--- src/rtl/seq_prio_enc.sv ---
`default_nettype none
// ============================================================================
//  Module   : seq_prio_enc
//  Purpose  : Sequential priority encoder. Requests on y_in are captured into
//             a pending register; the highest-index pending bit is presented
//             as an encoded index with a valid/ready handshake. Accepted bits
//             are cleared, accepts are counted, and a sticky flag records any
//             request that lands on a bit which is already pending.
//  Revision : 1.0 - initial release
// ----------------------------------------------------------------------------
//  Ports
//    clk      in   1   rising-edge clock
//    rst_n    in   1   asynchronous active-low reset
//    y_in     in   N   request lines (multi-hot allowed), sampled every edge
//    rdy      in   1   consumer ready; accept = v & rdy
//    ovf_clr  in   1   synchronous clear of ovf (a new overflow wins)
//    I        out  W   encoded index of the presented request
//    v        out  1   I is valid
//    pend     out  N   pending-request register
//    ovf      out  1   sticky overflow flag
//    cnt      out  8   accepted-code counter, wraps 255 -> 0
// ============================================================================
module seq_prio_enc #(
  parameter int N = 4,
  parameter int W = 2
) (
  input  logic         clk,
  input  logic         rst_n,
  input  logic [N-1:0] y_in,
  input  logic         rdy,
  input  logic         ovf_clr,
  output logic [W-1:0] I,
  output logic         v,
  output logic [N-1:0] pend,
  output logic         ovf,
  output logic [7:0]   cnt
);

  localparam logic [0:0] S_IDLE    = 1'b0;
  localparam logic [0:0] S_PRESENT = 1'b1;

  logic [0:0]   r_state;
  logic [0:0]   w_state_nxt;
  logic [W-1:0] r_idx;
  logic [N-1:0] r_pend;
  logic         r_ovf;
  logic [7:0]   r_cnt;

  logic         w_v;
  logic         w_accept;
  logic [N-1:0] w_clr_mask;
  logic [N-1:0] w_pend_nxt;
  logic [N-1:0] w_src;
  logic         w_load;
  logic         w_ovf_set;

  // Highest-index set bit wins; an all-zero vector encodes to 0.
  function automatic logic [W-1:0] f_prio(input logic [N-1:0] vec);
    logic [W-1:0] res;
    res = '0;
    for (int k = 0; k < N; k++) begin
      if (vec[k]) res = W'(k);
    end
    return res;
  endfunction

  assign w_accept   = w_v & rdy;
  assign w_clr_mask = w_accept ? ({{(N-1){1'b0}}, 1'b1} << r_idx) : '0;
  // A fresh request on the bit being cleared survives (set beats clear).
  assign w_pend_nxt = (r_pend & ~w_clr_mask) | y_in;
  assign w_ovf_set  = |(y_in & r_pend & ~w_clr_mask);

  // From IDLE the code comes from the registered pend (one cycle after it
  // becomes nonzero); on an accept it comes from the post-clear vector so
  // the next code follows on the very next cycle without a bubble.
  assign w_src  = (r_state == S_IDLE) ? r_pend : w_pend_nxt;
  assign w_load = (r_state == S_IDLE) ? (|r_pend) : (w_accept & (|w_pend_nxt));

  // --------------------------------------------------------------------------
  // FSM: state register
  // --------------------------------------------------------------------------
  always_ff @(posedge clk or negedge rst_n) begin
    if (!rst_n) begin
      r_state <= S_IDLE;
    end else begin
      r_state <= w_state_nxt;
    end
  end

  // --------------------------------------------------------------------------
  // FSM: next-state logic
  // --------------------------------------------------------------------------
  always_comb begin
    w_state_nxt = r_state;
    case (r_state)
      S_IDLE: begin
        if (|r_pend) w_state_nxt = S_PRESENT;
      end
      S_PRESENT: begin
        // The presented code is held until accepted; no preemption.
        if (w_accept && !(|w_pend_nxt)) w_state_nxt = S_IDLE;
      end
      default: w_state_nxt = S_IDLE;
    endcase
  end

  // --------------------------------------------------------------------------
  // FSM: output logic
  // --------------------------------------------------------------------------
  always_comb begin
    w_v = 1'b0;
    case (r_state)
      S_PRESENT: w_v = 1'b1;
      default:   w_v = 1'b0;
    endcase
  end

  // --------------------------------------------------------------------------
  // Datapath registers
  // --------------------------------------------------------------------------
  always_ff @(posedge clk or negedge rst_n) begin
    if (!rst_n) begin
      r_idx <= '0;
    end else if (w_load) begin
      r_idx <= f_prio(w_src);
    end
  end

  always_ff @(posedge clk or negedge rst_n) begin
    if (!rst_n) begin
      r_pend <= '0;
    end else begin
      r_pend <= w_pend_nxt;
    end
  end

  always_ff @(posedge clk or negedge rst_n) begin
    if (!rst_n) begin
      r_ovf <= 1'b0;
    end else if (w_ovf_set) begin
      r_ovf <= 1'b1;
    end else if (ovf_clr) begin
      r_ovf <= 1'b0;
    end
  end

  always_ff @(posedge clk or negedge rst_n) begin
    if (!rst_n) begin
      r_cnt <= 8'd0;
    end else if (w_accept) begin
      r_cnt <= r_cnt + 8'd1;
    end
  end

  assign I    = r_idx;
  assign v    = w_v;
  assign pend = r_pend;
  assign ovf  = r_ovf;
  assign cnt  = r_cnt;

endmodule
`default_nettype wire

--- config.mk ---
export PLATFORM = sky130hd
export DESIGN_NAME = seq_prio_enc
export DESIGN_NICKNAME = d
export VERILOG_FILES = /design/src/rtl/seq_prio_enc.sv
export SDC_FILE = /design/constraint.sdc
export NUM_CORES = 1
export LEC_CHECK = 0
export ABC_CLOCK_PERIOD_IN_PS = 1600
export CAP_MARGIN = 25
export CORE_MARGIN = 3
export CORE_UTILIZATION = 40
export CTS_CLUSTER_DIAMETER = 30
export CTS_CLUSTER_SIZE = 30
export DETAILED_ROUTE_END_ITERATION = 10
export PLACE_DENSITY_LB_ADDON = 0.12
export SYNTH_ARGS = -nofsm -noshare
export SYNTH_HDL_FRONTEND = slang
export SYNTH_SLANG_ARGS = --single-unit
--- constraint.sdc ---
create_clock -name clk -period 1.6 [get_ports clk]
set_input_delay 0.4 -clock clk [delete_from_list [all_inputs] [get_ports clk]]
set_output_delay 0.4 -clock clk [all_outputs]
set_load 0.01 [all_outputs]
# Word level (Yosys, flattened, before mapping)
# Index checks and enable logic that the tools add are counted.
dict set report totals {
  register_bits 16
  latchBits 0
  ram_bits 0
  rom_bits 0
  out_inout_bits 16
  memories 0
}
dict set report op_classes {
  add_sub_neg 1
  multipliers 0
  div 0
  n_lt_le_gt_ge 0
  n_eq_ne 0
  n_shift 1
  n_mux 12
  bitwise_logic 8
  n_reduce_logical 6
}
# cell count
set ops {}
lappend ops {{$and A4 B4 Y4} 3}
lappend ops {{$reduce_or A4 Y1} 3}
lappend ops {{$add A8 B1 Y8 const B} 1}
lappend ops {{$mux W4} 2}
lappend ops {{$mux W1} 7}
lappend ops {{$mux W2} 2}
lappend ops {{$not A4 Y4} 1}
lappend ops {{$or A4 B4 Y4} 1}
lappend ops {{$shl A1 B2 Y4 const A} 1}
lappend ops {{$and A1 B1 Y1} 2}
lappend ops {{$pmux W1 S2} 1}
lappend ops {{$reduce_bool A2 Y1} 1}
lappend ops {{$logic_and A1 B1 Y1} 1}
lappend ops {{$logic_not A1 Y1} 1}
lappend ops {{$not A1 Y1} 1}

# Depth between registers and ports, before layout
dict set report depth {
  ltp_word 11
  ltp_mapped 6
}

# Worst setup path after synthesis
# Ideal clock, no wire load.
dict set report synth_path {
  kind {register to register}
  start {register r_pend[3], in the netlist pend[3]}
  end {register r_idx[0], in the netlist I[0]}
  setup_time_ns 0.125
  t_arrival_ns 1.489
  required_ns 1.475
  slack_ns -0.014
  stages_incl_launch_ff 4
  path_buffers 0
  synth_period_minus_slack_ns 1.614
  cell_sequence {dfrtp_1 > or4_1 > a21oi_2 > mux2_2}
}
dict set report synth_via {
  elab_chain_len 5
  word_cells_on_any_way 8
}
# item line
set synth_rtl {}
lappend synth_rtl {{start, declared} 45} ;# logic [N-1:0] r_pend;
lappend synth_rtl {{start signal, assigned} 133} ;# r_pend <= w_pend_nxt;
lappend synth_rtl {{$and A4 B4 Y4} 70} ;# assign w_pend_nxt = (r_pend & ~w_clr_mask) | y_in;
lappend synth_rtl {{$or A4 B4 Y4} 70}
lappend synth_rtl {{$reduce_or A4 Y1} 77} ;# assign w_load = (r_state == S_IDLE) ? (|r_pend) : (w_accept & (|w_pend_nxt));
lappend synth_rtl {{$and A1 B1 Y1} 77}
lappend synth_rtl {{$mux W1} 77}
lappend synth_rtl {{end signal, assigned} 125} ;# r_idx <= f_prio(w_src);
lappend synth_rtl {{end, declared} 44} ;# logic [W-1:0] r_idx;
# Several ways; a longest one is shown, not always the timed one.
# A chain may end at the register's enable or synchronous reset.

# Worst setup path in the final report
dict set report layout_path {
  start {input port rdy}
  end {register r_idx[1], in the netlist I[1]}
}
dict set report layout_via {
  elab_chain_len 8
  word_cells_on_any_way 11
}
# item line
set layout_rtl {}
lappend layout_rtl {{start, declared} 30} ;# input logic rdy,
lappend layout_rtl {{$and A1 B1 Y1 *} 67} ;# assign w_accept = w_v & rdy;
lappend layout_rtl {{$mux W4} 68} ;# assign w_clr_mask = w_accept ? ({{(N-1){1'b0}}, 1'b1} << r_idx) : '0;
lappend layout_rtl {{$not A4 Y4} 70}
lappend layout_rtl {{$and A4 B4 Y4} 70}
lappend layout_rtl {{$or A4 B4 Y4} 70}
lappend layout_rtl {{$reduce_or A4 Y1 / $mux W4 (equally long branches)} {77, 76}}
lappend layout_rtl {{$and A1 B1 Y1 / $mux W2 (equally long branches)} {77, 62}}
lappend layout_rtl {{$mux W1 / $mux W2 (equally long branches)} {77, 62}}
# Mark *: on every way between the ends. The rest lies on a longest branch, timed or not.

==> impl_results.md <==
- Worst skew pair latency: 0.28 ns
- Period utilization: 104.9%
- Outcome: finished with violations
- Final Skew: 0.006371 ns
- Layout Cells excl Fill: 149
- Design Power: 1356 µW
- CTS sink count: 16
- Die Y: 50.08 µm
- Synth Area per Inst: 10.79 µm²
- Drt drc: 0
- Die W: 50.08 µm
- Pre-CTS setup slack: -0.5367 ns
- Crit start category: primary input
- Max-cap check violation count: 0
- Via density: 4.940
- P_leak: 0.0006240 µW
- FF-to-FF Start: I[0]$_DFFE_PN0P_
- CTS tree: built
- Slew Limit Fails: 0
- Area added between synthesis and finish: 69.56%
- Hold Crit Class: primary input to asynchronous set/reset pin
- Clock-pin transition on the worst setup and hold timing paths: 0.09 ns
- Post-Route WL: 1.927 mm
- VDD IR-drop max: 0.9610 mV
- Dpl cells: 136
- Initial antenna violation count: 0
- Total grt overflow: 0
- Crit end category: register
- Initial DRC count: 11
- Final GP Congestion: 0.8177
- Max Clk Rate: 0.5959 GHz
- Power per cell area: 1029 mW/mm²
- Most common cell after layout, fill and taps aside: buf_4
- Worst-Margin Slew: 0.2958 ns
- Final hold violation count: 0
- Crit path setup slack, layout: -0.07804 ns
- Diode count: 0
- Synth Cell Area: 777.0 µm²
- Synthesized Nets: 81
- Worst Reg-to-Reg Cells: 5
- Relative slew slack: 80.28%
- Via count: 736
- Final min period: 1.678 ns
- Number of nets in the layout: 134
- Final setup TNS: -0.1492 ns
- Critical path destination: I[1]$_DFFE_PN0P_
- Hold_ws: 0.4250 ns
- Yosys warning count: 0
- TritonCTS buffer count: 3
- Sequential-to-total area share from yosys stat: 51.53%
- Crit path launch: rdy
- CTS H-tree depth: 1
- Worst EP arrival: 1.85 ns
- Port Buf Inserts: 23
- Core Rows: 15
- RSZ-0062 raised after global routing: yes
- Seq cells post-synth: 16
- Core box area: 0.001783 mm²
- HPWL Detailed: 1.318 mm
- Pin count of the biggest net entering global routing: 17
- Iteration count of the initial detailed-routing pass: 4
- Max clock buf depth: 2
- I/O pin count: 24
- Cells after Synth: 72
- Kind of critical path: primary input to register
- Flop2flop setup slack: -0.06 ns
- Post-route ant nets: 0
- Crit Reg-Reg Endpoint: I[1]$_DFFE_PN0P_
- Share of cells above drive strength 1: 34.68%
- Required time of the critical path: 1.77 ns
- Failing checks: negative setup slack
- Tot GR Track Use: 16.92%
- Most frequent cells in the layout: 25 x buf_4, 15 x dfrtp_1, 13 x dlygate4sd2_1
- Clk root buf: clkbuf_4
- Die ar.: 0.002508 mm²
- First-pass GRT wire length: 3.118 mm
- Critical path peak fanout: 5
- Per-cell routed wire length: 12.93 µm
- Number of global-route vias before repair: 680
- Post-synth cell types: 25
- Final Setup Violations: 2
- Starting Density: 43.58%
worst min-delay path by stage:
stage                               endpoint  slack [ns]  depth (start not counted)
after floorplan             I[0]$_DFFE_PN0P_        0.10                          0
after global placement    cnt[7]$_DFFE_PN0P_        0.46                          1
after detailed placement  cnt[7]$_DFFE_PN0P_        0.47                          1
after CTS                 cnt[5]$_DFFE_PN0P_        0.42                          2
after global routing      cnt[5]$_DFFE_PN0P_        0.42                          2
final                     cnt[4]$_DFFE_PN0P_        0.42                          2
area by class of cell:
cell class                 count  area (µm²)
timing repair buffer          49       422.9
sequential                    16       401.6
fill                         142       465.4
tap                           25       31.28
multi-input combinational     49       402.9
clock buffer                   4       36.28
inverter                       6       22.52
metal layers:
layer	vias to the layer above	share of wire (%)	global-route usage, %	wire (µm)
li1	360	-	-	-
met1	348	46	22.80	880
met2	24	46	25.43	888
met3	4	6.4	5.438	124
met4	0	1.8	5.530	34
met5	-	0	0	0
synth_stat cells:
cell,count,share of area (%)
inv_1,6,2.9
and3_1,1,0.81
xor2_1,3,3.4
nand3_1,3,1.9
and2_1,3,2.4
nor2_1,2,0.97
o211ai_1,1,0.97
nand4b_2,1,1.9
nand4_1,2,1.6
o32a_1,1,1.3
nor2b_1,1,0.81
a32oi_1,1,1.1
xnor2_1,4,4.5
buf_6,1,1.4
nand4b_1,1,1.1
nand4bb_1,1,1.4
or4_1,1,0.97
dfrtp_1,16,52
nand2_1,10,4.8
a21oi_1,4,2.6
mux2_2,2,2.9
a41oi_1,1,1.1
a21oi_2,4,4.5
ha_1,1,1.6
a221o_1,1,1.3
state kept, by name (all words and copies together) (netlist names):
name     count
pend         4
ovf          1
r_state      1
I            2
cnt          8
power by group:
group / switching (µW) / internal (µW)
Clock: 119 / 139
Combinational: 234 / 308
Sequential: 63.1 / 493
Total: 417 / 939
through the flow:
stage          cell area (µm²)  utilization, %
3_5_place_dp              1159           64.98
3_3_place_gp              1159           64.98
5_1_grt                   1318           73.89
2_1_floorplan            780.7               -
4_1_cts                   1266           71.02
6_report                  1318           73.89
cells by family (layout without fill, tap and decap cells):
family | Yosys count | count (layout) | share of synthesized area, %
simple gates | 26 | 26 | 18.84
flops | 16 | 16 | 51.53
compound gates | 13 | 13 | 12.88
xor+xnor | 7 | 7 | 7.891
buf+inv | 7 | 59 | 4.348
mux | 2 | 2 | 2.898
fa+ha+maj | 1 | 1 | 1.610
worst max-delay path, cell delays in order:
cell and delay, ns:
dlygate4sd2_1 0.37, nand4_1 0.19, a21oi_2 0.21, a41oi_2 0.15
a21oi_2 0.20, mux2_4 0.32
what timing repair did:
action                                 4_1_cts  5_1_grt
setup buffers                                8        3
gates resized for setup                     18        9
pin swaps                                    4        5
endpoints found under the hold margin        0        0
setup endpoints to repair                   20        7
hold buffers                                 0        0
No activity file was read; power rests on OpenSTA's default activity.
